### config.mk
export PLATFORM = sky130hd
export DESIGN_NAME = data_cache
export DESIGN_NICKNAME = d
export VERILOG_FILES = /design/src/rtl/data_cache.sv
export SDC_FILE = /design/constraint.sdc
export NUM_CORES = 1
export LEC_CHECK = 0
export CORE_MARGIN = 5
export CORE_UTILIZATION = 30
export DETAILED_ROUTE_END_ITERATION = 10
export GPL_TIMING_DRIVEN = 1
export PLACE_DENSITY_LB_ADDON = 0.1
export REMOVE_ABC_BUFFERS = 1
export SETUP_SLACK_MARGIN = 0.5
export SYNTH_ARGS = -nofsm -noshare
export SYNTH_HDL_FRONTEND = slang
export SYNTH_SLANG_ARGS = --single-unit
### constraint.sdc
create_clock -name CLK -period 11.5 [get_ports CLK]
set_clock_uncertainty 0.05 [all_clocks]
set_input_delay 1.15 -clock CLK [delete_from_list [all_inputs] [get_ports CLK]]
set_output_delay 1.15 -clock CLK [all_outputs]
set_load 0.02 [all_outputs]
### src/rtl/data_cache.sv
// Direct-mapped, write-back data cache between the 8-bit CPU and a 32-bit block memory.
// A miss stalls the CPU through BUSYWAIT while an optional write-back and a line fill run.
module data_cache #(
    parameter int BLOCKS = 8,
    parameter int TAGW   = 3
) (
    input  logic        CLK,
    input  logic        RESET,
    input  logic        READ,
    input  logic        WRITE,
    input  logic [7:0]  ADDRESS,
    input  logic [7:0]  WRITEDATA,
    output logic [7:0]  READDATA,
    output logic        BUSYWAIT,
    output logic        MEM_READ,
    output logic        MEM_WRITE,
    output logic [5:0]  MEM_ADDRESS,
    output logic [31:0] MEM_WRITEDATA,
    input  logic [31:0] MEM_READDATA,
    input  logic        MEM_BUSYWAIT,
    output logic [1:0]  o_dbg_state
);
    localparam int IW = $clog2(BLOCKS);

    typedef enum logic [1:0] {
        S_IDLE       = 2'd0,
        S_WRITE_BACK = 2'd1,
        S_MEM_FETCH  = 2'd2
    } state_t;

    state_t            r_state;
    state_t            w_next;
    logic [BLOCKS-1:0] r_valid;
    logic [BLOCKS-1:0] r_dirty;
    logic [TAGW-1:0]   r_tag [BLOCKS];
    logic [31:0]       r_data [BLOCKS];
    logic              r_mem_read;
    logic              r_mem_write;
    logic [5:0]        r_mem_address;
    logic [31:0]       r_mem_writedata;

    logic [TAGW-1:0]   w_tag;
    logic [IW-1:0]     w_index;
    logic [1:0]        w_offset;
    logic [31:0]       w_line;
    logic              w_hit;
    logic              w_access;
    logic              w_fill_done;

    assign w_tag       = ADDRESS[7 -: TAGW];
    assign w_index     = ADDRESS[2 +: IW];
    assign w_offset    = ADDRESS[1:0];
    assign w_line      = r_data[w_index];
    assign w_hit       = r_valid[w_index] && (r_tag[w_index] == w_tag);
    assign w_access    = READ || WRITE;
    assign w_fill_done = (r_state == S_MEM_FETCH) && !MEM_BUSYWAIT;

    // Handshakes: the CPU holds READ/WRITE/ADDRESS/WRITEDATA until it sees BUSYWAIT low,
    // and the access completes at that posedge. A memory request (MEM_READ or MEM_WRITE)
    // stays up until the first posedge with MEM_BUSYWAIT low, which completes the transfer.
    assign BUSYWAIT    = !RESET && w_access && !((r_state == S_IDLE) && w_hit);
    assign READDATA    = RESET ? 8'h00 : w_line[{w_offset, 3'b000} +: 8];

    assign MEM_READ      = r_mem_read;
    assign MEM_WRITE     = r_mem_write;
    assign MEM_ADDRESS   = r_mem_address;
    assign MEM_WRITEDATA = r_mem_writedata;
    assign o_dbg_state   = r_state;

    always_comb begin
        w_next = r_state;
        case (r_state)
            S_IDLE: begin
                if (w_access && !w_hit)
                    w_next = (r_valid[w_index] && r_dirty[w_index]) ? S_WRITE_BACK : S_MEM_FETCH;
            end
            S_WRITE_BACK: begin
                if (!MEM_BUSYWAIT)
                    w_next = S_MEM_FETCH;
            end
            S_MEM_FETCH: begin
                if (!MEM_BUSYWAIT)
                    w_next = S_IDLE;
            end
            default: w_next = S_IDLE;
        endcase
    end

    // Memory request outputs are registered from the next state so they only move on a posedge.
    always_ff @(posedge CLK or posedge RESET) begin
        if (RESET) begin
            r_state         <= S_IDLE;
            r_mem_read      <= 1'b0;
            r_mem_write     <= 1'b0;
            r_mem_address   <= 6'h00;
            r_mem_writedata <= 32'h0;
        end else begin
            r_state         <= w_next;
            r_mem_read      <= (w_next == S_MEM_FETCH);
            r_mem_write     <= (w_next == S_WRITE_BACK);
            r_mem_address   <= 6'h00;
            r_mem_writedata <= 32'h0;
            if (w_next == S_WRITE_BACK) begin
                r_mem_address   <= {r_tag[w_index], w_index};
                r_mem_writedata <= w_line;
            end else if (w_next == S_MEM_FETCH) begin
                r_mem_address   <= {w_tag, w_index};
            end
        end
    end

    always_ff @(posedge CLK or posedge RESET) begin
        if (RESET) begin
            r_valid <= '0;
            r_dirty <= '0;
            for (int i = 0; i < BLOCKS; i++) begin
                r_tag[i]  <= '0;
                r_data[i] <= 32'h0;
            end
        end else if ((r_state == S_IDLE) && WRITE && w_hit) begin
            r_data[w_index][{w_offset, 3'b000} +: 8] <= WRITEDATA;
            r_dirty[w_index]                         <= 1'b1;
        end else if (w_fill_done) begin
            r_data[w_index]  <= MEM_READDATA;
            r_tag[w_index]   <= w_tag;
            r_valid[w_index] <= 1'b1;
            r_dirty[w_index] <= 1'b0;
        end
    end
endmodule
## Word-level counts from Yosys, hierarchy flattened

Index checks and enable logic that the tools add are counted.

- Shift operators: 3
- Eq/ne operators: 5
- Add/sub/neg operators: 1
- Muxes and demuxes: 34
- Magnitude comparators: 4
- Reduce and logical (&&, ||, !) cells: 19
- Bitwise logic cells: 6

Operators with widths:

| cell | count |
|---|---|
| $bwmux W256 | 2 |
| $mux W256 | 2 |
| $demux W32 S3 | 2 |
| $mux W32 | 5 |
| $bmux W32 S3 | 1 |
| $shift A8 B7 Y32 const A | 1 |
| $shiftx A32 B6 Y8 | 1 |
| $shiftx A8 B7 Y32 | 1 |
| $bwmux W24 | 1 |
| $mux W8 | 3 |
| $or A8 B8 Y8 | 2 |
| $mux W6 | 2 |
| $logic_and A1 B1 Y1 | 11 |
| $bmux W3 S3 | 1 |
| $demux W3 S3 | 1 |
| $mux W3 | 3 |
| $and A8 B8 Y8 | 1 |
| $mux W2 | 4 |
| $not A8 Y8 | 1 |
| $neg A5 Y7 | 1 |
| $bmux W1 S3 | 2 |
| $pmux W2 S3 | 1 |
| $eq A2 B1 Y1 const B | 2 |
| $eq A2 B2 Y1 const B | 2 |
| 14 further kinds | 19 |

- Bits in registers: 338
- Bits of input ports: 53
- Output and inout port bits: 51
- Logic and storage cells: 95

## Depth between registers and ports, before layout

Gate-level depths: netlist of the first run.

- Depth after elaboration: 13
- Gate-level depth with buffers: 11
- Gate-level depth less buffers: 7

## Worst setup path after synthesis of the first run

Ideal clock, no wire load.

- Kind: input to output
- From: in ADDRESS[3]
- To: out READDATA[0]
- Stages on the path: 9
- Path buffers: 4
- Path slack: 6,792 ps
- Data required time: 10,300 ps
- Data arrival time: 3,508 ps
- Cells stage by stage: buf_2 clkbuf_1 nor3b_1 clkbuf_1 clkbuf_1 a22oi_1 and4_1 mux4_2 nor2_1

- Cells in the longest elaborated chain, start to end: 6

Ends and longest elaborated chain:

| element | RTL line | RTL |
|---|---|---|
| start: declaration | 11 | `input logic [7:0] ADDRESS,` |
| $not A3 Y4 (not written as such) | 53 | `assign w_line = r_data[w_index];` |
| $bmux W32 S3 | 53 |  |
| $mux W32 (not written as such) (2 in series) | 53 |  |
| $shiftx A32 B6 Y8 | 62 | `assign READDATA = RESET ? 8'h00 : w_line[{w_offset, 3'b000} +: 8];` |
| $mux W8 | 62 |  |
| end: declaration | 13 | `output logic [7:0] READDATA,` |

No other way between the ends. The select of a mux whose other input is x is not followed.

## Worst setup path after layout of the first run

- From: in ADDRESS[2]
- To: out READDATA[0]

The elaborated chain is that of the path after synthesis.

==> flow_summary.ini, run 1 <==
[clocking]
post_cts_buffers = 0
cts_inserted_buffers = 41
h-tree-depth = 2
cts_root_buf = clkbuf_16
clock-sinks = 338
cts_hold_buf = 0
clkLatencyLatePin_ns = 0.57
cts_resized = 0
cts_tree = built
clk_path_buf_depth = 3
clkSlewWorstSetupHoldPaths_ns = 0.05

[sta]
fin_worst_hold_slack_ns = 0.415
maxSlewHeadroom_pct = 26.3
finalCriticalPeriod_ns = 6.69
fmax_mhz = 149
layout_worst_path_cycle_share_pct = 58.2
setup_viol = 0
rsz0062_at_grt = no
maxSlewViolCount = 0
tightest_slew_ns = 1.10
finalSetupTns_ns = 0
hold_viol = 0

[worst_setup_path]
worstPathArrival_ns = 5.49
start_kind = input port
path_class = in -> out
critPathSlowestCell = nor3b_2
rr_worst_depth = 7
critPathMaxFanout = 30
end_kind = output pin
max_stage_delay_ns = 1.05
critPathMostFrequentCell = clkdlybuf4s50_1
crit_required_ns = 10.30
path_cells = clkdlybuf4s50_1, nor3b_2, buf_4, a22oi_1, and4_1, mux4_2, nor2_1, clkdlybuf4s50_1

[drt]
ant_nets = 0
wl_um = 52500
via_per_inst = 5.20
drtPass1Iterations = 5
drc_errors = 0
drtIter0Drc = 685
vias = 10386
wire_per_inst_um = 26.2

[floorplanning]
start_util_pct = 30.3
rows = 83
die_area_um2 = 56400
core_um2 = 51300
boundaryPins = 104
die-width_um = 238
die_h_um = 238

[logic_synthesis]
synthCells = 1228
synth-async-reset-ratio_pct = 100
avgSynthCellArea_um2 = 12.7
synth_cell_type_count = 45
synth_edf_count = 0
synth_seq_cells = 338
synth_flop_cell = dfrtp_1
yosysWarnings = 0
synth-seq-area-share_pct = 54.4
synth_area_um2 = 15500

[finish]
insertedDiodeCount = 0
drive_above_1_share_pct = 12.2
stdcell_count = 1999
nNetsFinal = 1347
area_growth_pct = 18.6
fillers = 5031

[grt]
grt_pass1_wl_um = 76700
grt_overflow = 0
grtUsageTotal_pct = 18.3
first_global_vias = 10842
grt_max_degree = 163
antenna_found_initial = 2

[power]
power_mw = 3.61
power.leakage_nw = 7.72
powerDensity_nw_per_um2 = 196
ir_worst_vdd_mv = 0.0922

[worst_hold_path]
hold_class = reg -> reg
hold_depth = 1

[placed_design]
numPortBuffers = 103
place_inst = 1926
gp_congestion = 0.760
dp_hpwl_um = 32700

[flow_run]
maxCapViolCount = 0

[outcome]
outcome = complete, no violations
[area by class of cell]
type / count / area, um^2 / share of cell area [%]
clock buffers: 64 / 1190 / 6.47
repair buffers: 120 / 1170 / 6.36
clock inverters: 9 / 96.3 / 0.523
multi-input cells: 770 / 6570 / 35.7
flip-flops and latches: 338 / 8460 / 45.9
inverters: 18 / 75.1 / 0.408
well taps: 680 / 851 / 4.62
[layout by cell type (no fill, tap or decap), types with 8 or more instances in the layout]
cell type,Yosys,final
dfrtp_1,338,338
inv_1,16,15
clkbuf_8,0,8
mux2i_1,17,17
mux4_2,10,10
clkbuf_16,0,41
mux2_2,36,36
a22oi_1,136,136
mux2_4,22,22
clkbuf_1,49,15
nand2b_1,17,17
o21ai_0,24,24
mux2_1,223,223
and4_1,33,33
a21oi_1,10,9
nor2_1,71,71
nand2_1,79,79
nor3_1,9,8
buf_4,1,16
o21a_1,32,32
clkdlybuf4s50_1,0,103
[worst max-delay path: cells and delay by family]
family / cells / cell delay (ns)
buf+inv: 3 / 2.05
mux: 1 / 0.47
compound gates: 1 / 0.16
simple gates: 3 / 1.62
[registers in the layout (all words and copies together), names as in the netlist, named ones only]
| name | flops |
|---|---|
| r_tag | 24 |
| r_valid | 8 |
| MEM_READ | 1 |
| o_dbg_state | 2 |
| r_data | 256 |
| MEM_WRITEDATA | 32 |
| MEM_WRITE | 1 |
| MEM_ADDRESS | 6 |
[per-stage QoR]
step	area [um^2]	setup WS (ns)	util [%]
floorplan	15100	0.933	-
global placement	17100	4.90	33.4
detailed placement	17100	4.86	33.4
CTS	18400	4.85	35.9
global route	18400	4.67	35.9
finish	18400	4.81	35.9
[cells by family (layout without fill, tap and decap cells)]
| family | count (synthesis) | after routing | share of synthesized area [%] |
|---|---|---|---|
| simple gates | 237 | 237 | 7.93 |
| flops | 338 | 338 | 54.4 |
| xor+xnor | 1 | 1 | 0.0564 |
| compound gates | 218 | 218 | 10.1 |
| mux | 309 | 309 | 23.6 |
| buf+inv | 120 | 211 | 3.51 |
| fa+ha+maj | 5 | 5 | 0.403 |
[final timing paths]
check / slack, ns / start / end
max reg2reg: 7.39 / r_valid[4] / r_data[190]
min in group asynchronous: 1.61 / RESET / MEM_ADDRESS[5]
max in group asynchronous: 8.04 / RESET / r_data[233]
min: 0.42 / r_valid[0] / r_valid[0]
min reg2reg: 0.42 / r_valid[0] / r_valid[0]
max: 4.81 / ADDRESS[2] / READDATA[0]
[synth_stat cells (all sizes together) (5+ instances only)]
| master | n | area share (%) |
|---|---|---|
| dfrtp | 338 | 54 |
| mux2 | 281 | 21 |
| a22oi | 136 | 6.6 |
| nand2 | 80 | 2.0 |
| nor2 | 71 | 1.7 |
| buf | 53 | 1.9 |
| clkbuf | 49 | 1.2 |
| and4 | 33 | 1.9 |
| o21a | 32 | 1.5 |
| o21ai | 24 | 0.77 |
| inv | 18 | 0.43 |
| mux2i | 18 | 1.2 |
| nand2b | 17 | 0.68 |
| a21oi | 10 | 0.32 |
| mux4 | 10 | 1.4 |
| nor3 | 10 | 0.39 |
| ha | 5 | 0.40 |
| nand3b | 5 | 0.24 |
[report_power, final]
part / internal (mW) / leakage (nW) / switching (mW)
combinational: 0.317 / 2.91 / 0.322
clock: 0.735 / 0.632 / 0.515
sequential: 1.53 / 4.18 / 0.183
total: 2.59 / 7.72 / 1.02
[per-layer routing]
metal / wire length, um / vias to the layer above / GRT usage (%)
met5: 109 / - / 0.926
met3: 3030 / 79 / 3.93
li1: - / 4588 / -
met4: 1550 / 6 / 5.96
met2: 23200 / 290 / 27.8
met1: 24600 / 5423 / 26.3
No activity file was read; power rests on OpenSTA's default activity.
==> run 2: changes to the inputs <==
==> constraint.sdc (replaced) <==
create_clock -name CLK -period 5.45 [get_ports CLK]
set_clock_uncertainty 0.05 [all_clocks]
set_input_delay 0.545 -clock CLK [delete_from_list [all_inputs] [get_ports CLK]]
set_output_delay 0.545 -clock CLK [all_outputs]
set_load 0.02 [all_outputs]
==> run 2 against run 1 <==
Compared with the run above:
- register-to-register slack worse by 5.3 ns
- largest cell class unchanged
- non-clock buffer count up 9
- combinational power rose by 120%
- largest power group unchanged
- clock-buffer cell count fell by 8
- sequential cell count unchanged
- final cell count up 0.50%
- first-iteration DRC count decreased by 9.9%
- critical path type unchanged
==> flow_summary.ini, run 2 (same netlist as run 1, synthesis figures left out) <==
[drt]
wl_um = 51800
wire_per_inst_um = 25.8
via_per_inst = 5.12
drtIter0Drc = 617
ant_nets = 0
drtPass1Iterations = 4
drc_errors = 0
vias = 10295

[worst_setup_path]
crit_required_ns = 4.86
worstPathArrival_ns = 3.95
end_kind = output pin
r2r_end = r_data[223]
path_cells = clkdlybuf4s50_1, buf_4, mux4_2, mux2i_4, xnor2_1, nor2_1, nand2_1, nor3_1, nor3_1, clkdlybuf4s50_1
max_stage_delay_ns = 0.66
worstSetupStartpoint = ADDRESS[4]
endpoint = BUSYWAIT
critPathMaxFanout = 17
rr_worst_depth = 8
start_kind = input port
r2r_slack_ns = 2.11
path_class = in -> out
worstReg2RegStart = r_tag[15]
critPathSlowestCell = clkdlybuf4s50_1

[finish]
design_area_um2 = 18600
nNetsFinal = 1355
regMostFlops = r_data
stdcell_count = 2009
final_common_cell = dfrtp_1
area_growth_pct = 20.0
largest_register_ffs = 256
drive_above_1_share_pct = 13.2
post-route-util_pct = 36.3
insertedDiodeCount = 0
final_cell_mix = dfrtp_1, mux2_1, a22oi_1, clkdlybuf4s50_1, nand2_1

[grt]
grt_max_degree = 102
grtUsageTotal_pct = 18.2
grt_pass1_wl_um = 76900
first_global_vias = 10940
antenna_found_initial = 1
grt_overflow = 0

[sta]
rsz0062_at_grt = no
maxSlewViolCount = 0
finalCriticalPeriod_ns = 4.54
fmax_mhz = 220
fin_worst_hold_slack_ns = 0.419
setup_ws_ns = 0.907
hold_viol = 0
setup_viol = 0
tightest_slew_ns = 0.940
layout_worst_path_cycle_share_pct = 83.4
maxSlewHeadroom_pct = 37.2
finalSetupTns_ns = 0

[power]
ir_worst_vdd_mv = 0.168
powerDensity_nw_per_um2 = 414
power.leakage_nw = 7.82
power_mw = 7.72

[clocking]
clkSlewWorstSetupHoldPaths_ns = 0.06
cts_inserted_buffers = 40
cts_tree = built
cts_root_buf = clkbuf_16
h-tree-depth = 2
cts_hold_buf = 0
cts_resized = 0
clock-sinks = 338
clk_path_buf_depth = 3
post_cts_buffers = 0
clkLatencyLatePin_ns = 0.55

[placed_design]
dp_slack_ns = 0.910
place_inst = 1935
dpl_cell_area_um2 = 17300
numPortBuffers = 103
dp_hpwl_um = 32500
gp_congestion = 0.747

[floorplanning]
die_area_um2 = 56400
core_um2 = 51300
boundaryPins = 104
die-width_um = 238
rows = 83
start_util_pct = 30.3
die_h_um = 238

[worst_hold_path]
hold_class = reg -> reg

[flow_run]
maxCapViolCount = 0

[outcome]
outcome = complete, no violations
run 2: cell types whose count changed in the layout (fill, tap and decap cells not counted):
cell | before | now
buf_12 | 1 | 10
clkinv_2 | 5 | 11
clkbuf_1 | 15 | 10
bufinv_16 | 1 | 4
clkbuf_8 | 8 | 5
clkinv_8 | 2 | 0
clkinvlp_4 | 0 | 1
inv_6 | 1 | 2
run 2: worst min-delay path by stage:
| stage | start | endpoint | slack (ns) | cells after the start |
|---|---|---|---|---|
| detailed placement | r_valid[5] | r_valid[5] | 0.41 | 1 |
| global route | r_valid[6] | r_valid[6] | 0.44 | 1 |
| global placement | r_valid[7] | r_valid[7] | 0.40 | 1 |
| finish | r_valid[5] | r_valid[5] | 0.42 | 1 |
| CTS | r_valid[5] | r_valid[5] | 0.42 | 1 |
| floorplan | r_valid[4] | r_valid[4] | 0.38 | 1 |
run 2: cell type report:
| type | count | area (um^2) |
|---|---|---|
| multi-input cells | 770 | 6570 |
| fillers | 5001 | 32700 |
| flip-flops and latches | 338 | 8460 |
| repair buffers | 129 | 1350 |
| inverters | 18 | 75.1 |
| clock inverters | 18 | 200 |
| clock buffers | 56 | 1130 |
| well taps | 680 | 851 |
run 2: routing by layer:
layer	GRT usage [%]	share of wire (%)	wire, um	up-vias
met1	26.9	49	25300	5348
met4	6.03	2.9	1480	0
met2	27.0	43	22400	273
li1	-	-	-	4604
met5	0	0	0	-
met3	3.35	5.0	2570	70
run 2: report_power, final:
part | leakage (nW) | internal [mW] | switching, mW | total, mW
sequential | 4.18 | 3.24 | 0.367 | 3.60
combinational | 2.98 | 0.684 | 0.698 | 1.38
clock | 0.662 | 1.64 | 1.09 | 2.74
run 2: worst max-delay path: cells and delay by family:
family | cells | cell delay, ns
and+or+nand+nor | 4 | 0.87
muxes | 2 | 0.73
buffers and inverters | 3 | 1.57
xor gates and xnor gates | 1 | 0.22
